**src/rtl/line_arbiter_if.sv**
```systemverilog
// Line-request bus between N requesters, the arbiter, and the single downstream line port.
// The slave modport is the arbiter's view; the master modport is the surrounding system's.
interface line_arbiter_if #(
    parameter int unsigned NUM_PORTS = 3,
    parameter int unsigned ADDR_W    = 32,
    parameter int unsigned LINE_W    = 256
);
    logic [NUM_PORTS*ADDR_W-1:0] req_address;
    logic [NUM_PORTS*LINE_W-1:0] req_wdata;
    logic [NUM_PORTS-1:0]        req_read;
    logic [NUM_PORTS-1:0]        req_write;
    logic [LINE_W-1:0]           req_rdata;
    logic [NUM_PORTS-1:0]        req_resp;
    logic [ADDR_W-1:0]           mem_address;
    logic [LINE_W-1:0]           mem_wdata;
    logic                        mem_read;
    logic                        mem_write;
    logic [LINE_W-1:0]           mem_rdata;
    logic                        mem_resp;

    modport slave (
        input  req_address, req_wdata, req_read, req_write, mem_rdata, mem_resp,
        output req_rdata, req_resp, mem_address, mem_wdata, mem_read, mem_write
    );

    modport master (
        output req_address, req_wdata, req_read, req_write, mem_rdata, mem_resp,
        input  req_rdata, req_resp, mem_address, mem_wdata, mem_read, mem_write
    );
endinterface

```
**src/rtl/line_arbiter.sv**
```systemverilog
// N-port cache-line arbiter: fixed-priority or round-robin with a low-priority class;
// the winning request is latched at grant so the downstream access is immune to requester changes.
module line_arbiter #(
    parameter int unsigned          NUM_PORTS   = 3,
    parameter int unsigned          ADDR_W      = 32,
    parameter int unsigned          LINE_W      = 256,
    parameter int unsigned          RR_MODE     = 1,
    parameter logic [NUM_PORTS-1:0] LOWPRI_MASK = 3'b100
) (
    input  logic                          clk,
    input  logic                          rst,
    line_arbiter_if.slave                 bus,
    output logic [$clog2(NUM_PORTS)-1:0]  grant_id,
    output logic                          busy
);
    localparam int unsigned ID_W = $clog2(NUM_PORTS);

    typedef enum logic [1:0] {IDLE, BUSY, DONE} state_t;

    state_t               state, state_next;
    logic [NUM_PORTS-1:0] pending, unmasked, eligible;
    logic [ID_W-1:0]      winner, rr_ptr, grant_q;
    logic                 win_valid;
    logic                 grant_c, finish_c;
    logic [NUM_PORTS-1:0] resp_c;
    logic [ADDR_W-1:0]    address_q;
    logic [LINE_W-1:0]    wdata_q;
    logic                 read_q, write_q, busy_q;

    // Eligible set prefers unmasked requesters; scan starts at rr_ptr in round-robin mode.
    always_comb begin
        int unsigned base;
        int unsigned idx;
        pending   = bus.req_read | bus.req_write;
        unmasked  = pending & ~LOWPRI_MASK;
        eligible  = (|unmasked) ? unmasked : (pending & LOWPRI_MASK);
        winner    = '0;
        win_valid = 1'b0;
        base      = (RR_MODE != 0) ? 32'(rr_ptr) : 32'd0;
        idx       = 32'd0;
        for (int unsigned k = 0; k < NUM_PORTS; k++) begin
            idx = base + k;
            if (idx >= NUM_PORTS) idx = idx - NUM_PORTS;
            if (!win_valid && eligible[idx[ID_W-1:0]]) begin
                winner    = idx[ID_W-1:0];
                win_valid = 1'b1;
            end
        end
    end

    always_ff @(posedge clk) begin
        if (rst) state <= IDLE;
        else     state <= state_next;
    end

    // Next state plus the zero-latency completion pulse back to the granted requester.
    always_comb begin
        state_next = state;
        grant_c    = 1'b0;
        finish_c   = 1'b0;
        resp_c     = '0;
        case (state)
            IDLE: begin
                if (win_valid) begin
                    grant_c    = 1'b1;
                    state_next = BUSY;
                end
            end
            BUSY: begin
                if (bus.mem_resp) begin
                    finish_c   = 1'b1;
                    state_next = DONE;
                end
            end
            DONE:    state_next = IDLE;
            default: state_next = IDLE;
        endcase
        if (finish_c && !rst) resp_c[grant_q] = 1'b1;
    end

    // Holding registers for the granted transaction and the round-robin pointer.
    always_ff @(posedge clk) begin
        if (rst) begin
            grant_q   <= '0;
            address_q <= '0;
            wdata_q   <= '0;
            read_q    <= 1'b0;
            write_q   <= 1'b0;
            busy_q    <= 1'b0;
            rr_ptr    <= '0;
        end else begin
            if (grant_c) begin
                grant_q   <= winner;
                address_q <= bus.req_address[32'(winner)*ADDR_W +: ADDR_W];
                wdata_q   <= bus.req_wdata[32'(winner)*LINE_W +: LINE_W];
                write_q   <= bus.req_write[winner];
                read_q    <= ~bus.req_write[winner];
                busy_q    <= 1'b1;
            end
            if (finish_c) begin
                read_q  <= 1'b0;
                write_q <= 1'b0;
                busy_q  <= 1'b0;
                rr_ptr  <= (grant_q == ID_W'(NUM_PORTS - 1)) ? '0 : grant_q + ID_W'(1);
            end
        end
    end

    assign bus.mem_address = address_q;
    assign bus.mem_wdata   = wdata_q;
    assign bus.mem_read    = read_q;
    assign bus.mem_write   = write_q;
    assign bus.req_resp    = resp_c;
    assign bus.req_rdata   = bus.mem_rdata;
    assign grant_id        = grant_q;
    assign busy            = busy_q;
endmodule

```
**src/flat_wrapper.sv**
```systemverilog
// flat-port wrapper written by rule: the top's interface ports become plain ports
module line_arbiter_flat 
#(
    parameter int unsigned          NUM_PORTS   = 3,
    parameter int unsigned          ADDR_W      = 32,
    parameter int unsigned          LINE_W      = 256,
    parameter int unsigned          RR_MODE     = 1,
    parameter logic [NUM_PORTS-1:0] LOWPRI_MASK = 3'b100
)
  (clk, rst, grant_id, busy, bus_req_address, bus_req_wdata, bus_req_read, bus_req_write, bus_mem_rdata, bus_mem_resp, bus_req_rdata, bus_req_resp, bus_mem_address, bus_mem_wdata, bus_mem_read, bus_mem_write);
  line_arbiter_if #(.NUM_PORTS(NUM_PORTS), .ADDR_W(ADDR_W), .LINE_W(LINE_W)) bus_i ();
  input  logic clk;
  input  logic rst;
  output logic [$clog2(NUM_PORTS)-1:0] grant_id;
  output logic busy;
  input wire logic [$bits(bus_i.req_address)-1:0] bus_req_address;
  input wire logic [$bits(bus_i.req_wdata)-1:0] bus_req_wdata;
  input wire logic [$bits(bus_i.req_read)-1:0] bus_req_read;
  input wire logic [$bits(bus_i.req_write)-1:0] bus_req_write;
  input wire logic [$bits(bus_i.mem_rdata)-1:0] bus_mem_rdata;
  input wire logic [$bits(bus_i.mem_resp)-1:0] bus_mem_resp;
  output wire logic [$bits(bus_i.req_rdata)-1:0] bus_req_rdata;
  output wire logic [$bits(bus_i.req_resp)-1:0] bus_req_resp;
  output wire logic [$bits(bus_i.mem_address)-1:0] bus_mem_address;
  output wire logic [$bits(bus_i.mem_wdata)-1:0] bus_mem_wdata;
  output wire logic [$bits(bus_i.mem_read)-1:0] bus_mem_read;
  output wire logic [$bits(bus_i.mem_write)-1:0] bus_mem_write;
  assign bus_i.req_address = bus_req_address;
  assign bus_i.req_wdata = bus_req_wdata;
  assign bus_i.req_read = bus_req_read;
  assign bus_i.req_write = bus_req_write;
  assign bus_i.mem_rdata = bus_mem_rdata;
  assign bus_i.mem_resp = bus_mem_resp;
  assign bus_req_rdata = bus_i.req_rdata;
  assign bus_req_resp = bus_i.req_resp;
  assign bus_mem_address = bus_i.mem_address;
  assign bus_mem_wdata = bus_i.mem_wdata;
  assign bus_mem_read = bus_i.mem_read;
  assign bus_mem_write = bus_i.mem_write;
  line_arbiter #(.NUM_PORTS(NUM_PORTS), .ADDR_W(ADDR_W), .LINE_W(LINE_W), .RR_MODE(RR_MODE), .LOWPRI_MASK(LOWPRI_MASK)) u_core (.clk(clk), .rst(rst), .bus(bus_i), .grant_id(grant_id), .busy(busy));
endmodule
```
**config.mk**
```make
export PLATFORM = sky130hd
export DESIGN_NAME = line_arbiter_flat
export DESIGN_NICKNAME = d
export VERILOG_FILES = /design/src/rtl/line_arbiter_if.sv /design/src/rtl/line_arbiter.sv /design/src/flat_wrapper.sv
export SDC_FILE = /design/constraint.sdc
export NUM_CORES = 1
export LEC_CHECK = 0
export ABC_AREA = 1
export CORE_AREA = 3 3 648 650
export DETAILED_ROUTE_END_ITERATION = 6
export DIE_AREA = 0 0 651 653
export HOLD_SLACK_MARGIN = 0.06
export PLACE_DENSITY = 0.3
export RECOVER_POWER = 50
export SETUP_SLACK_MARGIN = 0.1
export SLEW_MARGIN = 10
export SYNTH_ARGS = -nofsm -noshare
export SYNTH_HDL_FRONTEND = slang
export SYNTH_SLANG_ARGS = --single-unit
export TNS_END_PERCENT = 100
```
**constraint.sdc**
```tcl
create_clock -name clk -period 2.1 [get_ports clk]
set_input_delay 0.315 -clock clk [delete_from_list [all_inputs] [get_ports clk]]
set_output_delay 0.315 -clock clk [all_outputs]
set_load 0.05 [all_outputs]
```
==> impl_metrics.py <==
metrics = {
    "outcome": {
        "status": "complete, but fails checks",
        "violations": "setup timing",
    },
    "pwr": {
        "power_density_nw_per_um2": 802,
        "static-leakage-power_nw": 18.3,
        "peakVddDrop_v": 0.000612,
    },
    "grt": {
        "grt_use_met1_pct": 15.7,
        "grt_use_met3_pct": 6.21,
        "first_global_vias": 28397,
        "top_usage_layer": "met2",
        "grt_util_all_layers_pct": 13.8,
        "met2_usage_pct": 23.0,
        "grt_start_max_net_pins": 61,
        "grt_overflow_total": 0,
        "antenna_found_initial": 250,
        "grt_pass1_wl_microns": 370000,
    },
    "detailed_routing": {
        "wl_microns": 310000,
        "wl_per_cell_microns": 31.3,
        "ant_nets": 0,
        "route.detailed.drc": 0,
        "first_pass_iters": 5,
        "drt_iter0_drc": 1990,
        "viasPerCell": 2.89,
        "vias": 28603,
    },
    "final_layout": {
        "final_cell_area_sq_um": 46200,
        "layout-drive-gt1-share_pct": 25.7,
        "fin_nets": 5475,
        "mostFrequentLayoutCell": "clkdlybuf4s50_1",
        "syn_to_final_growth_pct": 132,
        "instances_no_fill": 9905,
        "layout_common_cells": "clkdlybuf4s50_1 (997), nand2_1 (664), inv_1 (361)",
    },
    "worst_setup_path": {
        "crit_type": "flop to flop",
        "worst_ep_required_time_ns": 2.73,
        "startpoint_type": "flop",
        "path_common_cell": "buf_6",
        "cp_data_arrival_time_ns": 3.27,
        "cp-startpoint": "u_core.rr_ptr[1]$_SDFFE_PP0P_",
        "crit_slowest_cell": "dfxtp_2",
        "crit_fanout": 6,
        "critical_path.top_delay_family": "buffers and inverters",
        "critical_path.max_stage_delay_ns": 0.33,
        "cp_cell_sequence": "buf_6, ha_4, buf_6, nand2_2, nand3_2, nand2_4, nor2_4, buf_6, nand3_4, buf_6, buf_8, buf_12, buf_12, nand3b_1, nand3_1, a21oi_2",
        "rr_startpoint": "u_core.rr_ptr[1]$_SDFFE_PP0P_",
        "cp-end-kind": "flop",
        "crit_buf_inv": 7,
    },
    "sta": {
        "fin_skew_ns": 0.0712,
        "final_hold_viol_count": 0,
        "rsz0062_at_grt": "true",
        "max_freq_ghz": 0.378,
        "min_period_ns": 2.64,
        "max_slew_margin_pct": 55.6,
        "worst_slack_ns": -0.543,
        "maxSlewViolCount": 0,
        "finalCritPeriodShare_pct": 126,
        "tightest_slew_ns": 0.664,
        "setup_tns_ns": -138.97,
        "final-setup-viol-count": 423,
    },
    "yosys": {
        "synth-async-reset-ratio_pct": 0,
        "syn_nets": 4304,
        "syn_area_sq_um": 19900,
        "synthCells": 3173,
        "synth-edff-count": 0,
        "synth_top_area_share_pct": 29.9,
        "synth.area.top_cells": "dfxtp_1 (30%), nand2_1 (16%), a21oi_1 (11%)",
        "ys.flop_type": "dfxtp_1",
        "synth_cell_types": 26,
        "synth_seq_area_share_pct": 29.9,
        "avgSynthCellArea_sq_um": 6.27,
        "synth_seq_cells": 297,
        "yosysWarnings": 0,
        "yosys.area.top_type": "dfxtp_1",
    },
    "clock_tree": {
        "clock_sinks": 297,
        "cts_buffers": 51,
        "htreeDepth": 2,
        "clock_path_buffers": 3,
        "clk_latency_ns": 0.74,
        "clk_pin_slew_ns": 0.06,
        "cts_tree": "built",
        "clock-root-buffer": "clkbuf_16",
    },
    "placed_design": {
        "detailedPlace.worstSlack_ns": -1.14,
        "hpwl_microns": 254000,
        "port_buffers": 1168,
        "dp.cells": 9566,
        "place_area_sq_um": 37900,
        "gp_congestion": 0.869,
    },
    "job": {
        "maxCapViolations": 0,
    },
    "die": {
        "dieArea_sq_um": 425000,
        "rows": 236,
        "fp.dieW_microns": 651,
        "coreArea_sq_um": 414000,
        "die_h_microns": 653,
        "start_util_pct": 4.81,
        "ios": 1681,
    },
    "worst_hold_path": {
        "min_from": "rst",
        "hold_class": "input pin to flop",
    },
}
-- kinds of logic after synthesis --
group / after synthesis / share of synthesized area [%]
simple gates: 1400 / 32.8
buf+inv: 867 / 21.9
compound gates: 607 / 15.3
flops: 297 / 29.9
fa+ha+maj: 2 / 0.126
-- metrics by stage --
stage | power, W | hold WS, ns | utilization, %
after detailed placement | 0.0239 | 0.498 | 9.17
after CTS | 0.0364 | 0.0654 | 10.5
after floorplan | 0.0157 | 0.474 | -
after global routing | 0.0388 | 0.0992 | 11.1
after global placement | 0.0240 | 0.490 | 9.17
final | 0.0370 | 0.134 | 11.2
-- final timing paths --
kind	depth (start not counted)	to	slack (ns)
worst max-delay path	16	u_core.bus.mem_wdata[4]$_SDFFE_PP0P_	-0.54
worst min-delay path	4	u_core.bus.mem_wdata[136]$_SDFFE_PP0P_	0.13
worst max register to register	16	u_core.bus.mem_wdata[4]$_SDFFE_PP0P_	-0.54
worst min register to register	2	u_core.state[0]$_SDFFE_PP0P_	0.50
-- sequential cells by signal, indices dropped and copies added, names as in the netlist --
| register | flops |
|---|---|
| u_core.bus.mem_write | 1 |
| u_core.bus.mem_wdata | 256 |
| u_core.bus.mem_address | 32 |
| u_core.busy | 1 |
| u_core.rr_ptr | 2 |
| u_core.bus.mem_read | 1 |
| u_core.grant_id | 2 |
| u_core.state | 2 |
-- Yosys cell counts, types with 2 or more instances --
library cell and count:
o21ai_0 157, nand3_1 305, nand4_1 3, nor2_1 36
a21oi_1 444, nand3b_1 219, o22ai_1 2, buf_1 40
buf_2 69, nor2_4 4, buf_4 265, ha_1 2
inv_1 367, nand2_1 829, dfxtp_1 297, inv_2 5
buf_6 2, clkbuf_1 119
-- worst min-delay path, cell delays in order --
cell and delay [ns]:
buf_8 0.13, inv_8 0.15, o21ai_0 0.14, a21oi_1 0.05
-- layer usage --
metal / up-vias / share of wire (%) / wire length, microns
li1: 12388 / - / -
met1: 13835 / 39 / 121000
met2: 1604 / 47 / 144000
met3: 618 / 11 / 32600
met4: 158 / 3.4 / 10700
met5: - / 0.38 / 1170
-- layout make-up --
class                           count  area (sq um)
Fill cell                       47864        367000
Timing Repair Buffer             1613         18400
Multi-Input combinational cell   2009         11600
Tap cell                         5474          6850
Sequential cell                   297          5950
Clock buffer                       71          1510
Inverter                          372          1440
Clock inverter                     19           269
Antenna cell                       50           125
-- report_power, final --
part | switching, W | internal (W) | total (W)
Clock | 0.00408 | 0.00560 | 0.00969
Sequential | 0.000843 | 0.00663 | 0.00747
Combinational | 0.0120 | 0.00786 | 0.0199
Total | 0.0169 | 0.0201 | 0.0370
-- what timing repair did --
action / CTS / global route
resized for setup: 291 / 460
pin swaps: 42 / 122
cloned: 50 / 28
buffers inserted: 82 / 39
hold buffers: 8 / 0
endpoints found under the hold margin: 6 / 0
setup endpoints to repair: 434 / 426
Power figures use the tool's default switching activity.
